### src/rtl/door_sensor_decoder.sv
// Two-beam doorway decoder: synchronizes and debounces the beam sensors, then
// tracks entry/exit sequences and emits single-cycle up/down/fault pulses.
module door_sensor_decoder #(
    parameter int unsigned DEBOUNCE_CYCLES = 1000000,
    parameter int unsigned TIMEOUT_CYCLES  = 200000000
) (
    input  logic clk,
    input  logic rst,
    input  logic sens_a,
    input  logic sens_b,
    output logic up,
    output logic down,
    output logic fault,
    output logic busy
);
    localparam int unsigned DB_W = $clog2(DEBOUNCE_CYCLES + 1);
    localparam int unsigned DW_W = $clog2(TIMEOUT_CYCLES + 1);
    localparam logic [DB_W-1:0] DB_LAST = DB_W'(DEBOUNCE_CYCLES - 1);
    localparam logic [DW_W-1:0] DW_LAST = DW_W'(TIMEOUT_CYCLES - 1);

    typedef enum logic [2:0] {
        S_IDLE,
        S_ENT1,
        S_ENT2,
        S_ENT3,
        S_EXT1,
        S_EXT2,
        S_EXT3,
        S_WAIT_CLR
    } state_t;

    // Channel vectors are {A, B}, so filt_q is directly the (A,B) pattern.
    logic [1:0]      meta_q, meta_d;
    logic [1:0]      sync_q, sync_d;
    logic [1:0]      filt_q, filt_d;
    logic [DB_W-1:0] cnt_q [2];
    logic [DB_W-1:0] cnt_d [2];
    logic [DW_W-1:0] dwell_q, dwell_d;
    state_t          state_q, state_d;
    logic            up_q, up_d;
    logic            down_q, down_d;
    logic            fault_q, fault_d;
    logic            busy_q, busy_d;

    always_ff @(posedge clk or posedge rst) begin
        if (rst) begin
            meta_q  <= '0;
            sync_q  <= '0;
            filt_q  <= '0;
            cnt_q   <= '{default: '0};
            dwell_q <= '0;
            state_q <= S_IDLE;
            up_q    <= 1'b0;
            down_q  <= 1'b0;
            fault_q <= 1'b0;
            busy_q  <= 1'b0;
        end else begin
            meta_q  <= meta_d;
            sync_q  <= sync_d;
            filt_q  <= filt_d;
            cnt_q   <= cnt_d;
            dwell_q <= dwell_d;
            state_q <= state_d;
            up_q    <= up_d;
            down_q  <= down_d;
            fault_q <= fault_d;
            busy_q  <= busy_d;
        end
    end

    // Synchronizer and per-channel debounce: toggle after DEBOUNCE_CYCLES disagreeing samples.
    always_comb begin
        meta_d   = {sens_a, sens_b};
        sync_d   = meta_q;
        filt_d   = filt_q;
        cnt_d[0] = '0;
        cnt_d[1] = '0;
        for (int i = 0; i < 2; i++) begin
            if (sync_q[i] != filt_q[i]) begin
                if (cnt_q[i] == DB_LAST) begin
                    filt_d[i] = ~filt_q[i];
                end else begin
                    cnt_d[i] = cnt_q[i] + DB_W'(1);
                end
            end
        end
    end

    // Sequence tracker; the timeout override takes priority over any pattern move.
    always_comb begin
        state_d = state_q;
        up_d    = 1'b0;
        down_d  = 1'b0;
        fault_d = 1'b0;
        case (state_q)
            S_IDLE: begin
                case (filt_q)
                    2'b10:   state_d = S_ENT1;
                    2'b01:   state_d = S_EXT1;
                    2'b11:   begin state_d = S_WAIT_CLR; fault_d = 1'b1; end
                    default: ;
                endcase
            end
            S_ENT1: begin
                case (filt_q)
                    2'b11:   state_d = S_ENT2;
                    2'b00:   state_d = S_IDLE;
                    2'b01:   begin state_d = S_WAIT_CLR; fault_d = 1'b1; end
                    default: ;
                endcase
            end
            S_ENT2: begin
                case (filt_q)
                    2'b01:   state_d = S_ENT3;
                    2'b10:   state_d = S_ENT1;
                    2'b00:   begin state_d = S_WAIT_CLR; fault_d = 1'b1; end
                    default: ;
                endcase
            end
            S_ENT3: begin
                case (filt_q)
                    2'b00:   begin state_d = S_IDLE; up_d = 1'b1; end
                    2'b11:   state_d = S_ENT2;
                    2'b10:   begin state_d = S_WAIT_CLR; fault_d = 1'b1; end
                    default: ;
                endcase
            end
            S_EXT1: begin
                case (filt_q)
                    2'b11:   state_d = S_EXT2;
                    2'b00:   state_d = S_IDLE;
                    2'b10:   begin state_d = S_WAIT_CLR; fault_d = 1'b1; end
                    default: ;
                endcase
            end
            S_EXT2: begin
                case (filt_q)
                    2'b10:   state_d = S_EXT3;
                    2'b01:   state_d = S_EXT1;
                    2'b00:   begin state_d = S_WAIT_CLR; fault_d = 1'b1; end
                    default: ;
                endcase
            end
            S_EXT3: begin
                case (filt_q)
                    2'b00:   begin state_d = S_IDLE; down_d = 1'b1; end
                    2'b11:   state_d = S_EXT2;
                    2'b01:   begin state_d = S_WAIT_CLR; fault_d = 1'b1; end
                    default: ;
                endcase
            end
            S_WAIT_CLR: begin
                if (filt_q == 2'b00) begin
                    state_d = S_IDLE;
                end
            end
            default: state_d = S_IDLE;
        endcase

        if (state_q != S_IDLE && state_q != S_WAIT_CLR && dwell_q == DW_LAST) begin
            state_d = S_WAIT_CLR;
            up_d    = 1'b0;
            down_d  = 1'b0;
            fault_d = 1'b1;
        end

        if (state_d != state_q || state_d == S_IDLE || state_d == S_WAIT_CLR) begin
            dwell_d = '0;
        end else begin
            dwell_d = dwell_q + DW_W'(1);
        end
        busy_d = (state_d != S_IDLE);
    end

    assign up    = up_q;
    assign down  = down_q;
    assign fault = fault_q;
    assign busy  = busy_q;

endmodule

### config.mk
export PLATFORM = sky130hd
export DESIGN_NAME = door_sensor_decoder
export DESIGN_NICKNAME = d
export VERILOG_FILES = /design/src/rtl/door_sensor_decoder.sv
export SDC_FILE = /design/constraint.sdc
export NUM_CORES = 1
export LEC_CHECK = 0
export CAP_MARGIN = 5
export CORE_MARGIN = 2
export CORE_UTILIZATION = 55
export DETAILED_ROUTE_END_ITERATION = 7
export HOLD_SLACK_MARGIN = 0.15
export PLACE_DENSITY = 0.69
export SYNTH_ARGS = -nofsm -noshare
export SYNTH_HDL_FRONTEND = slang
export SYNTH_SLANG_ARGS = --single-unit
export TNS_END_PERCENT = 50
### constraint.sdc
create_clock -name clk -period 7.9 [get_ports clk]
set_input_delay 1.58 -clock clk [delete_from_list [all_inputs] [get_ports clk]]
set_output_delay 1.58 -clock clk [all_outputs]
set_load 0.02 [all_outputs]
==> qor.txt <==
final hold slack - 0.354 ns
final setup vio count - 0
CP Capture Type - flip-flop
TritonCTS buffer count - 9
Root Driver - clkbuf_8
grt total ovfl - 0
Sw Ratio - 20.1%
# rows - 31
largest net degree at the start of global routing - 82
crit path setup slack, layout - 4.93 ns
Final Hold Fails - 0
fin crit period - 2.97 ns
gate count of the mapped netlist - 427
area of the multi-input gates - 2050 um^2
CP max stage delay - 0.74 ns
# hold bufs at CTS - 0
drt pass-1 iters - 5
commonest non-fill, non-tap cell in the layout - dfrtp_1
DR vias - 2908
H-tree Lvls - 3
DIE HEIGHT - 91.6 um
Fin Setup TNS - 0 ns
pre-CTS setup slack - 4.96 ns
core area - 7330 um^2
Die X - 91.6 um
register area - 2030 um^2
Ant. Diodes - 0
Die ar. - 8390 um^2
RePlAce Congestion - 0.792
dpl hpwl - 4660 um
fmax - 0.336 GHz
average size of a mapped cell - 9.89 um^2
CP Cell Sequence - or2_1 -> o21ai_1 -> or4_1 -> and4_4 -> or4_4 -> nor3_1
Max Cap Viol - 0
placed cell areas - 4310 um^2
postcts setup bufs - 0
Tightest Pin Transition - 0.990 ns
number of DRC markers in iteration 0 - 180
Power Dens Cells - 176 nW/um^2
final instance area - 4550 um^2
Netlist cell types - 50
CP Max Fanout - 28
CTS tree - done
Area Overhead vs Synth - 7.79%
Hold Crit Class - flip-flop to flip-flop
first-pass GRT wire length - 12600 um
Yosys top cell area share - 48.0%
initial antenna violation count - 0
CP required - 8.16 ns
Worst-path clk slew - 0.08 ns
syn_nets - 434
antenna-violating nets left - 0
Synth area leader - dfrtp_1
Post-synth ARST share - 100%
Filler cells - 615
period utilisation layout - 37.6%
Cell Area, Synth - 4220 um^2
sequential power share - 52.4%
slowest stage cell, crit path - or4_4
Crit Path Class - flip-flop to flip-flop
CP startpoint kind - flip-flop
EDFF count, synth - 0
Seq/Total Area, Yosys - 48.0%
power share of the clock group - 45.2%
Psw - 161 uW
final core occ - 62.1%
post-CTS sizing - 0
Leakage - 0.00183 uW
nets@finish - 433
RSZ-0062 raised after global routing - false
Slew Limit Headroom - 34.0%
Pint - 641 uW
commonest cells after routing, fill and taps aside - 81 x dfrtp_1, 60 x nor2_1, 44 x xor2_1
clk_lat worst skew - 0.35 ns
Vias/cell - 5.49
share of layout cells above drive strength 1 - 11.6%
initial core utilization - 57.6%
total length of routed wires - 7350 um
Comb power frac - 2.3%
Ys Warns - 0
WL/cell - 13.9 um
Sink Count - 81
Arr. time, crit path - 3.23 ns
Setup Skew - 0.00458 ns
outcome - finished clean
Clock Tree Buf Depth - 2
overall routing resource usage - 18.7%
vias in the first global route - 2724
top cells by area, synth - dfrtp_1 48%, xor2_1 9.1%, nor2_1 5.3%
drc violations - 0
Top FF cell, synth - dfrtp_1
Yosys reg bits - 81
IO Count - 8
Worst VDD drop - 0.115 mV
port buffer count - 7
Final Max Tran Viols - 0
==> cell families after synthesis <==
family / count (synthesis) / share of synthesized area [%]
AOI/OAI and AO/OA: 23 / 3.50
buffers and inverters: 28 / 3.50
adders and majority gates: 3 / 0.889
xor gates and xnor gates: 66 / 13.7
muxes: 3 / 0.800
and+or+nand+nor: 223 / 29.6
DFF: 81 / 48.0
==> power groups by stage <==
stage                     combinational [uW]  sequential (uW)  clock, uW
after floorplan                         14.2              428          0
after global placement                  19.6              429          0
after detailed placement                19.7              429          0
after CTS                               19.8              421        372
after global routing                    22.0              421        389
final                                   18.8              421        363
==> state kept, by name, summed over array words and instances, names as in the netlist <==
name     count
sync_q       2
down         1
meta_q       2
state_q      3
fault        1
cnt_q       40
up           1
filt_q       2
dwell_q     28
busy         1
==> cells in the mapped netlist (2+ instances only) <==
cell / instances
a21bo_2: 2
inv_1: 8
nor3_1: 16
buf_6: 2
and4_1: 5
nor4b_1: 4
and3_1: 4
o21ai_0: 10
nand4_1: 16
and2_1: 3
nor3_2: 19
buf_8: 2
ha_1: 3
clkbuf_1: 11
buf_2: 4
nand3b_1: 3
mux2_2: 3
dfrtp_1: 81
or2_2: 2
xor2_1: 44
and4_4: 2
nor4_1: 8
a21oi_1: 2
nor2_1: 60
nand2_1: 33
nor2b_1: 2
nand3_1: 29
nor3b_1: 2
xnor2_1: 22
or3_1: 2
or4_1: 2
nand2b_1: 3
==> critical path, delay by kind of cell, from the launching register on <==
kind,cells,cell delay (ns)
simple gates,5,2.14
compound gates,1,0.08
flops,1,0.66
==> routing by layer <==
| layer | vias to the layer above | GRT usage [%] | routed length (um) |
|---|---|---|---|
| met4 | 0 | 5.68 | 95 |
| met1 | 1404 | 24.8 | 3530 |
| li1 | 1464 | - | - |
| met2 | 32 | 29.9 | 3510 |
| met3 | 8 | 5.18 | 216 |
| met5 | - | 0 | 0 |
==> per-stage QoR <==
step                cells  total power (uW)
floorplan             427               442
global placement      514               448
detailed placement    514               448
CTS                   530               812
global route          530               832
finish                530               802
==> layout make-up <==
cell class	instances	area share, %
tap	99	2.72
clock buffer	11	3.11
inverter	8	0.687
clock inverter	5	2.25
timing repair buffer	8	1.70
sequential	81	44.5
multi-input combinational	318	45.0
==> final timing paths <==
check,from,end,slack (ns),cells past startpoint
max in group asynchronous,rst,cnt_q[2],5.40,3
min in group asynchronous,rst,cnt_q[28],1.87,3
setup / recovery,state_q[0],dwell_q[27],4.93,6
hold / removal,meta_q[0],sync_q[0],0.35,0
setup reg to reg,state_q[0],dwell_q[27],4.93,6
hold reg to reg,meta_q[0],sync_q[0],0.35,0
Note: power is estimated with default switching activity, not from simulation.
